$ cat src/rtl/vga_pattern_scheduler_pkg.sv
// Shared types for the VGA pattern scheduler: pattern IDs, FSM state encoding
// and the wrap-around pattern stepping helper.
package vga_sched_pkg;

    typedef enum logic [2:0] {
        PAT_STRIP    = 3'd0,
        PAT_CHECKER  = 3'd1,
        PAT_SOLID    = 3'd2,
        PAT_GRADIENT = 3'd3
    } pat_id_e;

    typedef enum logic [1:0] {
        SHOW  = 2'd0,
        PEND  = 2'd1,
        BLANK = 2'd2
    } sched_state_e;

    function automatic logic [2:0] next_pat(input logic [2:0] cur, input int num);
        return (cur == 3'(num - 1)) ? 3'd0 : cur + 3'd1;
    endfunction

endpackage

$ cat src/rtl/vga_pattern_scheduler_if.sv
// Manual pattern-request handshake between the input decoders and the scheduler.
interface vga_pattern_scheduler_if;
    import vga_sched_pkg::*;

    logic       req_valid;
    logic [2:0] req_mode;
    logic       req_ready;

    modport master (output req_valid, output req_mode, input  req_ready);
    modport slave  (input  req_valid, input  req_mode, output req_ready);

endinterface

$ cat src/rtl/vga_pattern_scheduler_dwell.sv
// Frame dwell counter for auto-cycling: clears when auto is off or a manual
// switch is taken, holds on pause, counts frame_starts only while showing.
module sched_dwell_counter #(
    parameter int DWELL_FRAMES = 120,
    parameter int DW           = 8
) (
    input  logic clk,
    input  logic rst_n,
    input  logic frame_start,
    input  logic auto_en,
    input  logic pause,
    input  logic run,
    input  logic clr,
    output logic expire
);
    logic [DW-1:0] dwell_cnt;
    logic          last;
    logic          tick;

    assign last   = (dwell_cnt == DW'(DWELL_FRAMES - 1));
    assign tick   = frame_start && auto_en && !pause;
    assign expire = last && tick;

    always_ff @(posedge clk or negedge rst_n) begin
        if (!rst_n)
            dwell_cnt <= '0;
        else if (!auto_en || clr)
            dwell_cnt <= '0;
        else if (run && tick)
            dwell_cnt <= last ? '0 : dwell_cnt + 1'b1;
    end

endmodule

$ cat src/rtl/vga_pattern_scheduler.sv
// Frame-synchronous pattern selector for the VGA RGB mux.
// Define PAT_SCHED_BLANK_EN to insert one black frame between patterns.
module vga_pattern_scheduler
    import vga_sched_pkg::*;
#(
    parameter int NUM_PATTERNS = 4,
    parameter int DWELL_FRAMES = 120,
    parameter int DW           = 8
) (
    input  logic                     clk,
    input  logic                     rst_n,
    input  logic                     frame_start,
    vga_pattern_scheduler_if.slave   req,
    input  logic                     auto_en,
    input  logic                     pause,
    output logic [2:0]               pat_sel,
    output logic                     pat_load,
    output logic                     force_black,
    output logic                     busy
);
    sched_state_e state;
    logic [2:0]   next_sel;
    logic         in_show;
    logic         manual_sw;
    logic         expire;

    assign in_show       = (state == SHOW);
    assign req.req_ready = in_show;
    assign busy          = !in_show;

    // Out-of-range or already-active IDs are accepted but never switch.
    assign manual_sw = in_show && req.req_valid
                    && ({1'b0, req.req_mode} < 4'(NUM_PATTERNS))
                    && (req.req_mode != pat_sel);

    sched_dwell_counter #(
        .DWELL_FRAMES (DWELL_FRAMES),
        .DW           (DW)
    ) u_dwell (
        .clk         (clk),
        .rst_n       (rst_n),
        .frame_start (frame_start),
        .auto_en     (auto_en),
        .pause       (pause),
        .run         (in_show),
        .clr         (manual_sw),
        .expire      (expire)
    );

`ifdef PAT_SCHED_BLANK_EN
    logic black_q;
    assign force_black = black_q;
`else
    assign force_black = 1'b0;
`endif

    always_ff @(posedge clk or negedge rst_n) begin
        if (!rst_n) begin
            state    <= SHOW;
            pat_sel  <= 3'd0;
            pat_load <= 1'b0;
            next_sel <= 3'd0;
`ifdef PAT_SCHED_BLANK_EN
            black_q  <= 1'b0;
`endif
        end else begin
            pat_load <= 1'b0;
            case (state)
                SHOW: begin
                    // Manual request takes priority over a same-cycle auto expiry.
                    if (manual_sw) begin
                        next_sel <= req.req_mode;
                        state    <= PEND;
                    end else if (expire) begin
                        next_sel <= next_pat(pat_sel, NUM_PATTERNS);
                        state    <= PEND;
                    end
                end
                PEND: begin
                    if (frame_start) begin
`ifdef PAT_SCHED_BLANK_EN
                        black_q  <= 1'b1;
                        state    <= BLANK;
`else
                        pat_sel  <= next_sel;
                        pat_load <= 1'b1;
                        state    <= SHOW;
`endif
                    end
                end
                BLANK: begin
                    if (frame_start) begin
                        pat_sel  <= next_sel;
                        pat_load <= 1'b1;
`ifdef PAT_SCHED_BLANK_EN
                        black_q  <= 1'b0;
`endif
                        state    <= SHOW;
                    end
                end
                default: state <= SHOW;
            endcase
        end
    end

endmodule

$ cat src/flat_wrapper.sv
// flat-port wrapper written by rule: the top's interface ports become plain ports
module vga_pattern_scheduler_flat import vga_sched_pkg::*;
#(
    parameter int NUM_PATTERNS = 4,
    parameter int DWELL_FRAMES = 120,
    parameter int DW           = 8
)
  (clk, rst_n, frame_start, auto_en, pause, pat_sel, pat_load, force_black, busy, req_req_valid, req_req_mode, req_req_ready);
  vga_pattern_scheduler_if req_i ();
  input  logic clk;
  input  logic rst_n;
  input  logic frame_start;
  input  logic auto_en;
  input  logic pause;
  output logic [2:0] pat_sel;
  output logic pat_load;
  output logic force_black;
  output logic busy;
  input wire logic [$bits(req_i.req_valid)-1:0] req_req_valid;
  input wire logic [$bits(req_i.req_mode)-1:0] req_req_mode;
  output wire logic [$bits(req_i.req_ready)-1:0] req_req_ready;
  assign req_i.req_valid = req_req_valid;
  assign req_i.req_mode = req_req_mode;
  assign req_req_ready = req_i.req_ready;
  vga_pattern_scheduler #(.NUM_PATTERNS(NUM_PATTERNS), .DWELL_FRAMES(DWELL_FRAMES), .DW(DW)) u_core (.clk(clk), .rst_n(rst_n), .frame_start(frame_start), .req(req_i), .auto_en(auto_en), .pause(pause), .pat_sel(pat_sel), .pat_load(pat_load), .force_black(force_black), .busy(busy));
endmodule
$ cat config.mk
export PLATFORM = sky130hd
export DESIGN_NAME = vga_pattern_scheduler_flat
export DESIGN_NICKNAME = d
export VERILOG_FILES = /design/src/rtl/vga_pattern_scheduler_pkg.sv /design/src/rtl/vga_pattern_scheduler_if.sv /design/src/rtl/vga_pattern_scheduler_dwell.sv /design/src/rtl/vga_pattern_scheduler.sv /design/src/flat_wrapper.sv
export SDC_FILE = /design/constraint.sdc
export NUM_CORES = 1
export LEC_CHECK = 0
export ABC_AREA = 1
export CAP_MARGIN = 20
export CORE_MARGIN = 5
export CORE_UTILIZATION = 52
export CTS_CLUSTER_DIAMETER = 40
export DETAILED_ROUTE_END_ITERATION = 10
export GPL_ROUTABILITY_DRIVEN = 0
export PLACE_DENSITY = 0.81
export SYNTH_ARGS = -nofsm -noshare
export SYNTH_HDL_FRONTEND = slang
export SYNTH_SLANG_ARGS = --single-unit
$ cat constraint.sdc
create_clock -name clk -period 1.8 [get_ports clk]
set_clock_uncertainty 0.1 [all_clocks]
set_input_delay 0.54 -clock clk [delete_from_list [all_inputs] [get_ports clk]]
set_output_delay 0.54 -clock clk [all_outputs]
set_load 0.03 [all_outputs]
==> impl_metrics.csv <==
group,metric,value,unit
critical_path,cp_cell_sequence,"clkdlybuf4s15_1",
routing,route.detailed.wl_per_inst,12.8,µm
die,initial_standard_cell_utilization_of_the_core,0.564,
routing,routed-via-count,1012,
routing,drt-initial-drc-count,45,
critical_path,critPathMaxFanout,4,
die,rows,15,
critical_path,reg2reg_depth,7,
routing,finalWirelength,2390,µm
critical_path,worstPathBufferInverterCount,1,
clock_tree,clkTransAtPathRegs,90,ps
power_and_ir_drop,switchingPower,454,µW
power_and_ir_drop,internal-power,684,µW
critical_path,timing.critical_path.slowest_cell_delay,440,ps
logic_synthesis,ff_latch_count_synth,16,
logic_synthesis,mappedNetlistArea,1000,µm²
clock_tree,post-cts-setup-buffer-count,0,
critical_path,worst_setup_path_end_kind,"primary output",
timing,finalSetupViolations,0,
power_and_ir_drop,power.share.combinational,0.430,
place,detailed_placement_wirelength_estimate,1770,µm
place,post-place-ws,-166,ps
die,io_pins,16,
power_and_ir_drop,pwr-share-seq,0.406,
routing,detail_route.drc_violations,0,
finish,fillCellCount,143,
global_route,grt_max_degree,17,
clock_tree,cts_made_buffers,3,
logic_synthesis,post_synth_num_cell_types,22,
die,die_area,2910,µm²
logic_synthesis,synth.net_count,148,
power_and_ir_drop,peak_ir_drop_on_the_vdd_network,677,µV
critical_path,timing.rr.start,"u_core.u_dwell.dwell_cnt[0]",
critical_path,critPathLaunch,"u_core.pat_sel[0]",
finish,fin_area,1250,µm²
critical_path,worst_ep_arrival_time,1130,ps
power_and_ir_drop,fin_total_pwr,1.14,mW
clock_tree,post_cts_resize_count,5,
finish,layout.nets,175,
timing,finalSetupTns,0,ps
clock_tree,insertion_delay,290,ps
timing,fmax,565,MHz
finish,post_route_cells_drive_above_1_share,0.143,
finish,areaGrowthSynthToFinish,24.2,%
die,placeableCoreArea,1780,µm²
critical_path,path_depth,1,
logic_synthesis,synth.avg_cell_area,7.39,µm²
global_route,first_global_vias,956,
logic_synthesis,synth_area_leader_cell,"dfrtp_1",
critical_path,critPathLaunchType,"flop",
critical_path,timing.reg2reg.setup_slack,220,ps
clock_tree,cts-htree-levels,1,
timing,drv_slew,0,
outcome,outcome,"complete, no violations",
place,place.port_buffers,14,
logic_synthesis,synth_sequential_area_ratio,0.399,
critical_path,regToRegEndpoint,"u_core.next_sel[0]",
hold_path,holdCritPathClass,"flop to flop",
power_and_ir_drop,powerDensity,913,nW/µm²
global_route,grt_use_total,0.198,
global_route,grt_antenna_before_repair,0,
job,timing.max_cap.violations,0,
power_and_ir_drop,switching_share,0.399,
clock_tree,cts_tree,"built",
timing,grt_setup_unrepaired,"no",
timing,final.setup.worst_slack,31.4,ps
routing,met2_length,1160,µm
finish,layout_commonest_cell,"nand2_1",
timing,timing.final.crit_share,0.983,
timing,period_needed,1770,ps
power_and_ir_drop,clock_power_share,0.164,
routing,wirelength_met1,1010,µm
place,dpl-instance-area,1230,µm²
clock_tree,clock_path_buffers,2,
finish,top_library_cells_by_usage_in_the_layout_fill_and_taps_aside,"35 x nand2_1, 18 x inv_1, 17 x nand3_1",
power_and_ir_drop,power.leakage,0.652,nW
global_route,grt_pass1_wl,4170,µm
clock_tree,cts.root.buffer_cell,"clkbuf_4",
logic_synthesis,netlist_top_cells_area,"dfrtp_1 40%, nand2_1 13%, nand3_1 8.5%",
routing,route.top_layer_used,"met4",
critical_path,cpMaxStageDelayCell,"dfrtp_1",
logic_synthesis,synth.top_cell.area_share,0.399,
logic_synthesis,post_synthesis_cell_count,136,
logic_synthesis,synth.yosys.warnings,0,
critical_path,worst_ep_required_time,1160,ps
die,die_w,54.0,µm
critical_path,worstSetupEndpoint,"pat_sel[0]",
die,chipHeight,54.0,µm
global_route,grt_remaining_overflow,0,
clock_tree,cts_hold_buffers,0,
routing,detail_route.vias_per_cell,5.44,
routing,ant_nets,0,
finish,antenna_cells_inserted,0,
timing,timing_hold_violations_final,0,
critical_path,timing.critical_path.max_delay_family,"flip-flops",
routing,first_pass_iters,4,
critical_path,path_class,"flop to primary output",
routing,routed-wl-met3,194,µm
clock_tree,cts.sinks,16,
sequential cells by signal, summed over array words and instances, names as in the netlist:
register	flops
u_core.pat_sel	3
u_core.pat_load	1
u_core.next_sel	3
u_core.state	1
u_core.u_dwell.dwell_cnt	8
metrics by stage:
step            util  hold WS (ps)  std cells
2_1_floorplan      -           144        136
3_3_place_gp   0.690           383        183
3_5_place_dp   0.690           393        183
4_1_cts        0.699           414        186
5_1_grt        0.700           454        186
6_report       0.700           411        186
cell families (layout without fill, tap and decap cells):
| logic type | after synthesis | in the layout | share of synthesized area |
|---|---|---|---|
| other | 1 | 1 | 0.00373 |
| DFF | 16 | 16 | 0.399 |
| and+or+nand+nor | 77 | 77 | 0.365 |
| adders and majority gates | 3 | 3 | 0.0374 |
| buffers and inverters | 24 | 49 | 0.105 |
| AOI/OAI and AO/OA | 13 | 13 | 0.0735 |
| xor gates and xnor gates | 2 | 2 | 0.0174 |
how the worst min path moves through the flow:
stage                  startpoint                  to  cells after the start
2_1_floorplan               rst_n  u_core.next_sel[0]                      0
5_1_grt        u_core.next_sel[0]   u_core.pat_sel[0]                      2
3_5_place_dp   u_core.next_sel[1]   u_core.pat_sel[1]                      2
6_report       u_core.next_sel[0]   u_core.pat_sel[0]                      2
4_1_cts        u_core.next_sel[1]   u_core.pat_sel[1]                      2
3_3_place_gp   u_core.next_sel[0]   u_core.pat_sel[0]                      2
final cells by class:
class	count	area [µm²]	share of cell area
flip-flops and latches	16	400	0.321
clock buffers	3	22.5	0.0181
repair buffers	25	215	0.173
well taps	25	31.3	0.0251
multi-input cells	96	499	0.400
inverters	21	78.8	0.0632
power groups by stage:
stage	clock (mW)	sequential, mW	combinational [mW]
final	0.187	0.462	0.489
after global routing	0.214	0.470	0.529
after CTS	0.191	0.460	0.488
after detailed placement	0	0.469	0.511
after global placement	0	0.463	0.495
after floorplan	0	0.548	0.199
cells in the mapped netlist:
cell type and count:
inv_1 18, conb_1 1, nor3_4 1, a21oi_2 1, ha_1 3, o211ai_1 1
o21ai_1 1, buf_6 1, a21oi_1 4, xor2_1 2, nor2_4 1, nand2_4 2
nand4_1 8, buf_4 2, nand3_1 17, dfrtp_1 16, o21bai_1 1, inv_2 3
o21ai_0 5, nor2_1 12, nand2_1 35, nor3_1 1
layer usage:
layer	global-route usage	vias up
met2	0.315	59
met4	0.0638	0
met1	0.263	462
met5	0	-
met3	0.0471	3
li1	-	488
Note: power is estimated with default switching activity, not from simulation.
